[config.mk]
export PLATFORM = sky130hd
export DESIGN_NAME = div_unit
export DESIGN_NICKNAME = d
export VERILOG_FILES = /design/src/rtl/div_unit.sv
export SDC_FILE = /design/constraint.sdc
export NUM_CORES = 1
export LEC_CHECK = 0
export ABC_AREA = 0
export ABC_CLOCK_PERIOD_IN_PS = 7700
export CORE_ASPECT_RATIO = 0.7
export CORE_MARGIN = 2
export CORE_UTILIZATION = 51
export CTS_BUF_LIST = sky130_fd_sc_hd__clkbuf_4
export CTS_CLUSTER_SIZE = 16
export DETAILED_ROUTE_END_ITERATION = 8
export HOLD_SLACK_MARGIN = 0.1
export PLACE_DENSITY = 0.73
export SYNTH_ARGS = -nofsm -noshare
export SYNTH_HDL_FRONTEND = slang
export SYNTH_SLANG_ARGS = --single-unit
[constraint.sdc]
create_clock -name clk -period 7.7 [get_ports clk]
set_clock_uncertainty 0.1 [all_clocks]
set_input_delay 1.54 -clock clk [delete_from_list [all_inputs] [get_ports clk]]
set_output_delay 1.54 -clock clk [all_outputs]
set_load 0.05 [all_outputs]
[src/rtl/div_unit.sv]
// div_unit: multi-cycle 32-bit radix-2 restoring divider for DIV/DIVU.
// Results are registered; sign correction is applied in FINISH and overridden on divide-by-zero.
module div_unit (
   input  logic        clk,
   input  logic        rst_n,
   input  logic        start,
   input  logic        is_signed,
   input  logic [31:0] dividend,
   input  logic [31:0] divisor,
   input  logic        flush,
   output logic        busy,
   output logic        done,
   output logic [31:0] quotient,
   output logic [31:0] remainder,
   output logic        div_by_zero
);
   localparam logic [1:0] IDLE = 2'd0, CALC = 2'd1, FINISH = 2'd2;
   logic [1:0]  state;
   logic [5:0]  cnt;
   logic [32:0] prem;
   logic [31:0] qsh, dvs, dvd_raw;
   logic        q_neg, r_neg, dz;
   logic [31:0] a_mag, b_mag;
   logic [32:0] shifted, diff;
   always_comb begin
      a_mag   = (is_signed && dividend[31]) ? -dividend : dividend;
      b_mag   = (is_signed && divisor[31]) ? -divisor : divisor;
      shifted = {prem[31:0], qsh[31]};
      diff    = shifted - {1'b0, dvs};
   end
   assign busy = (state == CALC) || (state == FINISH);
   // qsh holds the remaining dividend bits on the left and collects quotient bits on the right
   always_ff @(posedge clk or negedge rst_n) begin
      if (!rst_n) begin
         state       <= IDLE;
         cnt         <= '0;
         prem        <= '0;
         qsh         <= '0;
         dvs         <= '0;
         dvd_raw     <= '0;
         q_neg       <= 1'b0;
         r_neg       <= 1'b0;
         dz          <= 1'b0;
         done        <= 1'b0;
         quotient    <= '0;
         remainder   <= '0;
         div_by_zero <= 1'b0;
      end else begin
         done <= 1'b0;
         if (flush) state <= IDLE;
         else case (state)
            IDLE: if (start) begin
               dvs     <= b_mag;
               qsh     <= a_mag;
               dvd_raw <= dividend;
               q_neg   <= is_signed & (dividend[31] ^ divisor[31]);
               r_neg   <= is_signed & dividend[31];
               dz      <= (divisor == 32'd0);
               cnt     <= '0;
               prem    <= '0;
               state   <= CALC;
            end
            CALC: begin
               prem  <= diff[32] ? shifted : diff;
               qsh   <= {qsh[30:0], ~diff[32]};
               cnt   <= cnt + 6'd1;
               state <= (cnt == 6'd31) ? FINISH : CALC;
            end
            FINISH: begin
               quotient    <= dz ? 32'hFFFF_FFFF : (q_neg ? -qsh : qsh);
               remainder   <= dz ? dvd_raw : (r_neg ? -prem[31:0] : prem[31:0]);
               div_by_zero <= dz;
               done        <= 1'b1;
               state       <= IDLE;
            end
            default: state <= IDLE;
         endcase
      end
   end
endmodule

======== Word-level counts from Yosys, hierarchy flattened ========
Index checks and enable logic that the tools add are counted.
storage, ports and cells
  bits in writable memories ............... 0
  register bits after elaboration ......... 205
  memories kept ........................... 0
  input bits .............................. 69
  bits in latches ......................... 0
  output and inout bits ................... 67
  bits in read-only memories .............. 0
  logic and storage cells ................. 57
cells by class
  muxes and demuxes ....................... 19
  div/mod/pow operators ................... 0
  magnitude comparators ................... 0
  shift-type cells ........................ 0
  reduce and logical (&&, ||, !) cells .... 9
  multipliers ............................. 0
  bitwise operators ....................... 5
  add/sub/neg operators ................... 6
  equality and inequality tests ........... 5
operators with widths
  operator                                                         count
  32-bit two-way mux                                               9
  32-bit negator                                                   4
  32-bit one-hot mux with 2 select lines                           2
  33-bit by 32-bit subtractor with 33-bit output                   1
  32-bit logical NOT                                               1
  6-bit one-hot mux with 2 select lines                            1
  6-bit by 1-bit adder with 6-bit output, second input constant    1
  6-bit by 5-bit == test with 1-bit output, second input constant  1
  2-bit two-way mux                                                3
  6-bit two-way mux                                                1
  3-bit AND reduction                                              2
  2-bit one-hot mux with 2 select lines                            1
  3-bit inequality test, second input constant                     1
  1-bit AND                                                        2
  2-bit by 1-bit == test with 1-bit output, second input constant  1
  2-bit == test, second input constant                             1
  1-bit logical AND                                                2
  2-bit logical NOT                                                1
  1-bit two-way mux                                                2
  2-bit inequality test, second input constant                     1
  1-bit NOT                                                        2
  2-bit AND reduction                                              1
  2-bit nonzero test                                               1
  1-bit logical OR                                                 1
  1-bit XOR                                                        1

======== Logic depth before layout (Yosys ltp) ========
Gate-level depths: netlist (run 1).
  word-level depth ........................ 4
  mapped depth ............................ 13
  depth with buffers taken out ............ 11

======== Worst setup path before layout (run 1) ========
OpenSTA, ideal clock, no wires.
  path type ............................... input to register
  start ................................... input dividend[8]
  end ..................................... register qsh[29]
  slack ................................... 3955 ps
  stages on the path ...................... 9
  path buffers ............................ 1
  data arrival time ....................... 3562 ps
  cells stage by stage .................... or4_1 -> or3_1 -> buf_2 -> nor4_4 -> nand2_1 -> o41ai_2 -> xnor2_1 -> mux2i_1 -> o21ai_0
on the way
  cells in the longest elaborated chain, start to end .. 4
RTL lines
  element                                 line  text
  start: declaration                      8     input logic [31:0] dividend,
  32-bit negator                          26    a_mag = (is_signed && dividend[31]) ? -dividend : dividend;
  32-bit two-way mux                      26
  32-bit two-way mux                      52    IDLE: if (start) begin
  32-bit one-hot mux with 2 select lines  51    else case (state)
  end signal: assignment                  54    qsh <= a_mag;
  end signal: assignment                  65    qsh <= {qsh[30:0], ~diff[32]};
  end: declaration                        21    logic [31:0] qsh, dvs, dvd_raw;
No other way between the ends. The select of a mux whose other input is x is not followed.
A chain may end at the register's enable or synchronous reset.

======== Final worst setup path (run 1) ========
  start ................................... register qsh[31]
  end ..................................... register prem[30]
on the way
  cells in the longest elaborated chain, start to end .. 3
RTL lines
  element                                         line  text
  33-bit by 32-bit subtractor with 33-bit output  29    diff = shifted - {1'b0, dvs};
  32-bit two-way mux                              64    prem <= diff[32] ? shifted : diff;
  32-bit one-hot mux with 2 select lines          51
  end signal: assignment                          64
  end: declaration                                20    logic [32:0] prem;
No other way between the ends.

==> out/metrics.cfg, run 1 <==
[sta]
hold_viol=0
setup_tns_ns=0
setup_ws_ns=3.596
worst_pin_slew_ns=1.235
clock.fmax_ghz=0.2437
finalCritPeriodShare=0.5330
rsz0062_at_grt=no
maxSlewViolCount=0
finalSetupViolCount=0
period_needed_ns=4.104
relSlewSlack=0.1656

[worst_setup_path]
critPathCaptureType=flip-flop
cp_num_cells=11
required_ns=8.23
rr_worst_depth=11
cp-start-kind=flip-flop
crit_type=flip-flop to flip-flop
cpLargestDelayFamily=compound AO/OA/AOI/OAI gates
critical_path_buf_inv_count=1
max_stage_delay_ns=1.15
cp.arrival_ns=4.63
cp_max_fo=4
worst_path_max_delay_cell=o41ai_1
cp_cell_sequence=inv_1, ha_1, fa_1, nor2b_1, o2111ai_1, a21oi_1, o21ai_0, o41ai_1, o31ai_1, or4_1, nand2_1

[logic_synthesis]
syn_avg_cell_area_sq_um=8.591
synth_mux_area_frac=0.05136
ys_seq_elements=205
synth_top_area_frac=0.3936
async_flop_share=1.000
synth_cells=1517
yosysSeqAreaShare=0.3936
yosys.area_share.simple=0.1673
synthXorXnorAreaFrac=0.09543
synth.distinct_cells=71
synth-edff-count=0
syn_nets=1627
synth_compound_area_frac=0.2102
synth_adder_area_share=0.03994
ys_warn_count=0
ys.flop_type=dfrtp_1
synth.area.top_cells=dfrtp_1 39%, o21ai_0 6.8%, xor2_1 5.9%
synth_top_family_by_area=compound AO/OA/AOI/OAI gates
synth_top_area_cell=dfrtp_1
synth_area_sq_mm=0.01303

[placed_design]
port_buffers=135
place_hpwl_microns=26620
place.gp.congestion=0.9455
dp_slack_ns=3.100

[floorplan]
die_height_microns=137.7
die_w_microns=195.1
pin_count=136
dieArea_sq_mm=0.02687
initial_core_util=0.5242
core_sq_mm=0.02486
rows=48

[min_path]
hold_path_class=flip-flop to flip-flop
holdPathStages=2

[routing]
viasPerCell=5.872
drc_errors=0
wl_per_cell_microns=18.21
first_pass_iters=5
drtAntennaViolNets=0
routed_wl_microns=36260
drt_iter0_drc=1158
vias=11692

[clock_network]
h-tree-depth=2
clock_latency_ns=0.70
root_buffer=clkbuf_4
cts.sinks=205
clkTransAtPathRegs_ns=0.07
cts_hold_buf=0
tritoncts=built
post-cts-setup-buffer-count=0
cts_resized=0
cts_made_buffers=52
cts_buffer_depth=3

[global_routing]
grt_pass1_wl_microns=57820
grt_pass1_vias=10859
grt_max_degree=97
antenna_found_initial=1
grt.overflow.total=0
track_usage=0.2710

[power_and_ir_drop]
leakage_uw=0.006732
ir_drop_uv=155.2
power.density_mw_per_mm2=328.9

[finish]
layout_common_cells=204 x dfrtp_1, 196 x nand2_1, 177 x o21ai_0
area_growth_pct=16.50
final_common_cell=dfrtp_1
drive_gt1_frac=0.09309
nNetsFinal=1740

[run_status]
status=finished, final reports clean

[run]
maxCapViolCount=0

## stage by stage
step           hold WS [ns]  utilization  std cells  total power, uW  area, sq um
2_1_floorplan        0.3464            -       1517             3365        13030
3_3_place_gp         0.3513       0.5858       1901             4005        14570
3_5_place_dp         0.3627       0.5858       1901             4048        14570
4_1_cts              0.3796       0.6106       1990             4958        15180
5_1_grt              0.3971       0.6107       1991             5354        15180
6_report             0.3777       0.6107       1991             4994        15180
## layer usage
metal,vias to the layer above,routed length (microns),global-route usage,share of wire
met5,-,0,0,0
met4,0,482,0.06192,0.013
met3,45,2890,0.06512,0.080
met2,396,15040,0.3823,0.41
met1,5649,17850,0.4150,0.49
li1,5602,-,-,-
## power by group
group	leakage, uW	switching, uW	internal, uW
combinational	0.00368	1510	1000
clock	0.000370	462	429
sequential	0.00268	298	1290
## worst reg2reg max path, delay by kind of cell (launching register included)
family,cells,cell delay [ns]
compound gates,5,2.01
fa+ha+maj,2,0.66
buf+inv,1,0.09
flops,1,0.38
simple gates,3,0.79
## area by class of cell
type                    count  area, sq um
well taps                 325        406.6
repair buffers            149         1460
clock inverters            18        81.33
diodes                      1        2.502
multi-input cells        1171         7377
fillers                  2232         9681
inverters                  51        191.4
clock buffers              71        533.0
flip-flops and latches    205         5131
## cells by family after synthesis
family	Yosys count
flip-flops	205
XOR/XNOR	142
AO/OA/AOI/OAI	454
multiplexers	63
adder cells (fa/ha/maj)	41
AND/OR/NAND/NOR	471
buffers and inverters	141
## cell usage after synthesis, drive strengths merged (3+ instances only)
| library cell | count |
|---|---|
| nor2b | 11 |
| o211ai | 6 |
| mux2 | 31 |
| nor2 | 128 |
| nand2 | 197 |
| nor3b | 3 |
| a31oi | 6 |
| o41ai | 18 |
| o21a | 18 |
| or3 | 17 |
| buf | 20 |
| and2 | 5 |
| nand3 | 20 |
| and3 | 13 |
| o311ai | 4 |
| dfrtp | 205 |
| o2111ai | 3 |
| o31a | 3 |
| a21oi | 137 |
| mux2i | 32 |
| nand4 | 7 |
| o21ai | 180 |
| a21o | 9 |
| clkbuf | 70 |
| xor2 | 88 |
| or4 | 13 |
| ha | 40 |
| a221oi | 4 |
| o31ai | 31 |
| or2 | 8 |
| a21boi | 5 |
| a22o | 3 |
| xnor2 | 54 |
| nor4 | 13 |
| a32oi | 9 |
| a211oi | 3 |
| nor3 | 16 |
| inv | 51 |
| nand2b | 10 |
## final timing paths
check,startpoint,to,slack (ns)
setup / recovery,qsh[31],prem[30],3.60
hold / removal,quotient[22],quotient[22],0.38
setup reg to reg,qsh[31],prem[30],3.60
hold reg to reg,quotient[22],quotient[22],0.38
max in group asynchronous,rst_n,prem[3],5.21
min in group asynchronous,rst_n,state[1],0.80
## flip-flops by register name (all words and copies together) (netlist names), 2 cells and up
register and cells:
remainder 32, qsh 32, quotient 32, dvd_raw 32
state 2, cnt 6, dvs 32, prem 32
No activity file was read; power rests on OpenSTA's default activity.
==> run 2, diff against run 1 <==
--- a/config.mk
+++ b/config.mk
@@ -6,7 +6,7 @@
 export NUM_CORES = 1
 export LEC_CHECK = 0
 export ABC_AREA = 0
-export ABC_CLOCK_PERIOD_IN_PS = 7700
+export ABC_CLOCK_PERIOD_IN_PS = 3900
 export CORE_ASPECT_RATIO = 0.7
 export CORE_MARGIN = 2
 export CORE_UTILIZATION = 51
==> constraint.sdc (replaced) <==
create_clock -name clk -period 3.9 [get_ports clk]
set_clock_uncertainty 0.1 [all_clocks]
set_input_delay 0.78 -clock clk [delete_from_list [all_inputs] [get_ports clk]]
set_output_delay 0.78 -clock clk [all_outputs]
set_load 0.05 [all_outputs]
==> run 2 against run 1 <==
Count of clock-buffer cells in the layout unchanged. Cell area increased by 1.8%. Global-route usage increased by 1.6 points. Power increased by 100%. Cell count increased by 1.5%. Via count increased by 3.0%. Sequential share of layout area decreased by 0.60 points. Die area unchanged. First-iteration DRC count increased by 2.2%. Hold slack got worse by 0.0031 ns. Clock power increased by 100%. Critical endpoint is now prem[3].
==> out/metrics.cfg, run 2 (same netlist as run 1, synthesis figures left out) <==
[floorplan]
initial_core_util=0.5242  ; unchanged
die_height_microns=137.7  ; unchanged
core_sq_mm=0.02486  ; unchanged
dieArea_sq_mm=0.02687  ; unchanged
pin_count=136  ; unchanged
die_w_microns=195.1  ; unchanged
rows=48  ; unchanged

[finish]
area_growth_pct=18.61  ; was 16.50%
final_common_cell=dfrtp_1  ; unchanged
fillCellCount=2200  ; was 2232
drive_gt1_frac=0.1074  ; was 0.09309
nNetsFinal=1769  ; was 1740
layout_common_cells=204 x dfrtp_1, 196 x nand2_1, 177 x o21ai_0  ; unchanged
fin_util=0.6217  ; was 0.6107

[routing]
drc_errors=0  ; unchanged
drt_iter0_drc=1183  ; was 1158
routed_wl_microns=38100  ; was 36260 microns
vias=12044  ; was 11.69k
first_pass_iters=6  ; was 5
wl_per_cell_microns=18.85  ; was 18.21 microns
drtAntennaViolNets=0  ; unchanged
viasPerCell=5.959  ; was 5.872

[clock_network]
cts_buffer_depth=3  ; unchanged
clock_latency_ns=0.68  ; was 0.70 ns
cts.sinks=205  ; unchanged
tritoncts=built  ; unchanged
post-cts-setup-buffer-count=0  ; unchanged
cts_made_buffers=52  ; unchanged
h-tree-depth=2  ; unchanged
clkTransAtPathRegs_ns=0.07  ; about the same
root_buffer=clkbuf_4  ; unchanged

[worst_setup_path]
required_ns=4.41  ; was 8.23 ns
worst_path_max_delay_cell=o311a_1  ; was o41ai_1
crit_type=flip-flop to flip-flop  ; unchanged
cp.arrival_ns=4.08  ; was 4.63 ns
cpMostUsedCell=nand2_1
cp-start-kind=flip-flop  ; unchanged
cp_max_fo=14  ; was 4
critical_path_buf_inv_count=2  ; was 1
timing.rr.start=qsh[31]  ; unchanged
critPathCaptureType=flip-flop  ; unchanged
max_stage_delay_ns=0.54  ; was 1.15 ns
cp_cell_sequence=inv_1, ha_1, fa_1, nor2b_1, o2111ai_1, nand2_1, a221oi_2, o31a_1, o311a_1, buf_12, or4_1, nand2_1  ; was inv_1, ha_1, fa_1, nor2b_1, o2111ai_1, a21oi_1, o21ai_0, o41ai_1, o31ai_1, or4_1, nand2_1
critPathLaunch=qsh[31]  ; unchanged
cpLargestDelayFamily=compound AO/OA/AOI/OAI gates  ; unchanged

[power_and_ir_drop]
power.density_mw_per_mm2=653.4  ; was 328.9 mW/mm^2
p_sw_uw=4554  ; was 2270 uW
internal_power_uw=5545  ; was 2724 uW
leakage_uw=0.006886  ; was 0.006732 uW
ir_drop_uv=294.8  ; was 155.2 uV
p_total_uw=10100  ; was 4994 uW
pwr-share-seq=0.309  ; was 0.318
clockPowerShare=0.177  ; was 0.178
p_comb_frac=0.515  ; was 0.504
power.share.switching=0.4509  ; was 0.4546

[placed_design]
dp_slack_ns=0.06146  ; was 3.100 ns
port_buffers=135  ; unchanged
place_hpwl_microns=28360  ; was 26620 microns
place.gp.congestion=0.9547  ; was 0.9455

[sta]
rsz0062_at_grt=no  ; unchanged
hold_viol=0  ; unchanged
clock.fmax_ghz=0.2807  ; was 0.2437 GHz
worst_pin_slew_ns=1.063  ; was 1.235 ns
setup_ws_ns=0.3369  ; was 3.596 ns
finalSetupViolCount=0  ; unchanged
finalCritPeriodShare=0.9136  ; was 0.5330
setup_tns_ns=0  ; unchanged
maxSlewViolCount=0  ; unchanged
relSlewSlack=0.2914  ; was 0.1656
period_needed_ns=3.563  ; was 4.104 ns

[run_status]
status=finished, final reports clean  ; unchanged

[global_routing]
grt_max_degree=87  ; was 97
antenna_found_initial=1  ; unchanged
track_usage=0.2866  ; was 0.2710
top_usage_layer=met1  ; unchanged
gr-usage-met3=0.07271  ; was 0.06512
grt.overflow.total=0  ; unchanged
grt_pass1_wl_microns=60830  ; was 57820 microns
grt_pass1_vias=11097  ; was 10.86k
use_met1=0.4349  ; was 0.4150
grtUsageMet2=0.4030  ; was 0.3823

[min_path]
hold_path_class=flip-flop to flip-flop  ; unchanged
hp-start=div_by_zero  ; was quotient[22]

[run]
maxCapViolCount=0  ; unchanged

run 2: power groups by stage:
| stage | Sequential [uW] | Clock [uW] | Combinational (uW) |
|---|---|---|---|
| 5_1_grt | 3180 | 1910 | 5740 |
| 6_report | 3120 | 1780 | 5200 |
| 3_3_place_gp | 3120 | 0 | 4970 |
| 4_1_cts | 3100 | 1820 | 5080 |
| 3_5_place_dp | 3140 | 0 | 5060 |
| 2_1_floorplan | 2940 | 0 | 3710 |
run 2: worst paths after layout:
kind                       cells after the start  slack (ns)     endpoint
max in group asynchronous                      3        2.22  quotient[9]
hold reg to reg                                2        0.37  div_by_zero
hold / removal                                 2        0.37  div_by_zero
min in group asynchronous                      2        0.60      dvs[28]
setup reg to reg                              12        0.34      prem[3]
setup / recovery                              12        0.34      prem[3]
run 2: tightest hold or removal path, cell delays in order, from the launching register on:
cell	delay [ns]
dfrtp_1	0.34
nand2_1	0.05
nand2_1	0.05
run 2: layout make-up:
type | instances | area (sq um) | share of cell area
well taps | 325 | 406.6 | 0.02631
inverters | 51 | 191.4 | 0.01238
multi-input cells | 1171 | 7381 | 0.4775
clock buffers | 71 | 533.0 | 0.03448
flip-flops and latches | 205 | 5131 | 0.3320
clock inverters | 19 | 81.33 | 0.005261
repair buffers | 178 | 1730 | 0.1119
diodes | 1 | 2.502 | 0.0001619
run 2: what timing repair did:
item / 4_1_cts / 5_1_grt
gates resized for setup: 0 / 1
hold buffers: 1 / 0
hold endpoints to repair: 70 / 0
endpoints found under the setup margin: 0 / 1
run 2: metal layers:
layer  wire length [microns]  part of all wire  vias up
met4                     705             0.019        0
li1                        -                 -     5672
met5                       0                 0        -
met2                   15600              0.41      520
met3                    3449             0.091       55
met1                   18340              0.48     5797
run 2: stage by stage:
step,hold WS [ns],instances,cell area [sq um]
after floorplan,0.3464,1517,13030
after global placement,0.3490,1929,14830
after detailed placement,0.3638,1929,14830
after CTS,0.3805,2020,15450
after global routing,0.4114,2021,15460
final,0.3746,2021,15460
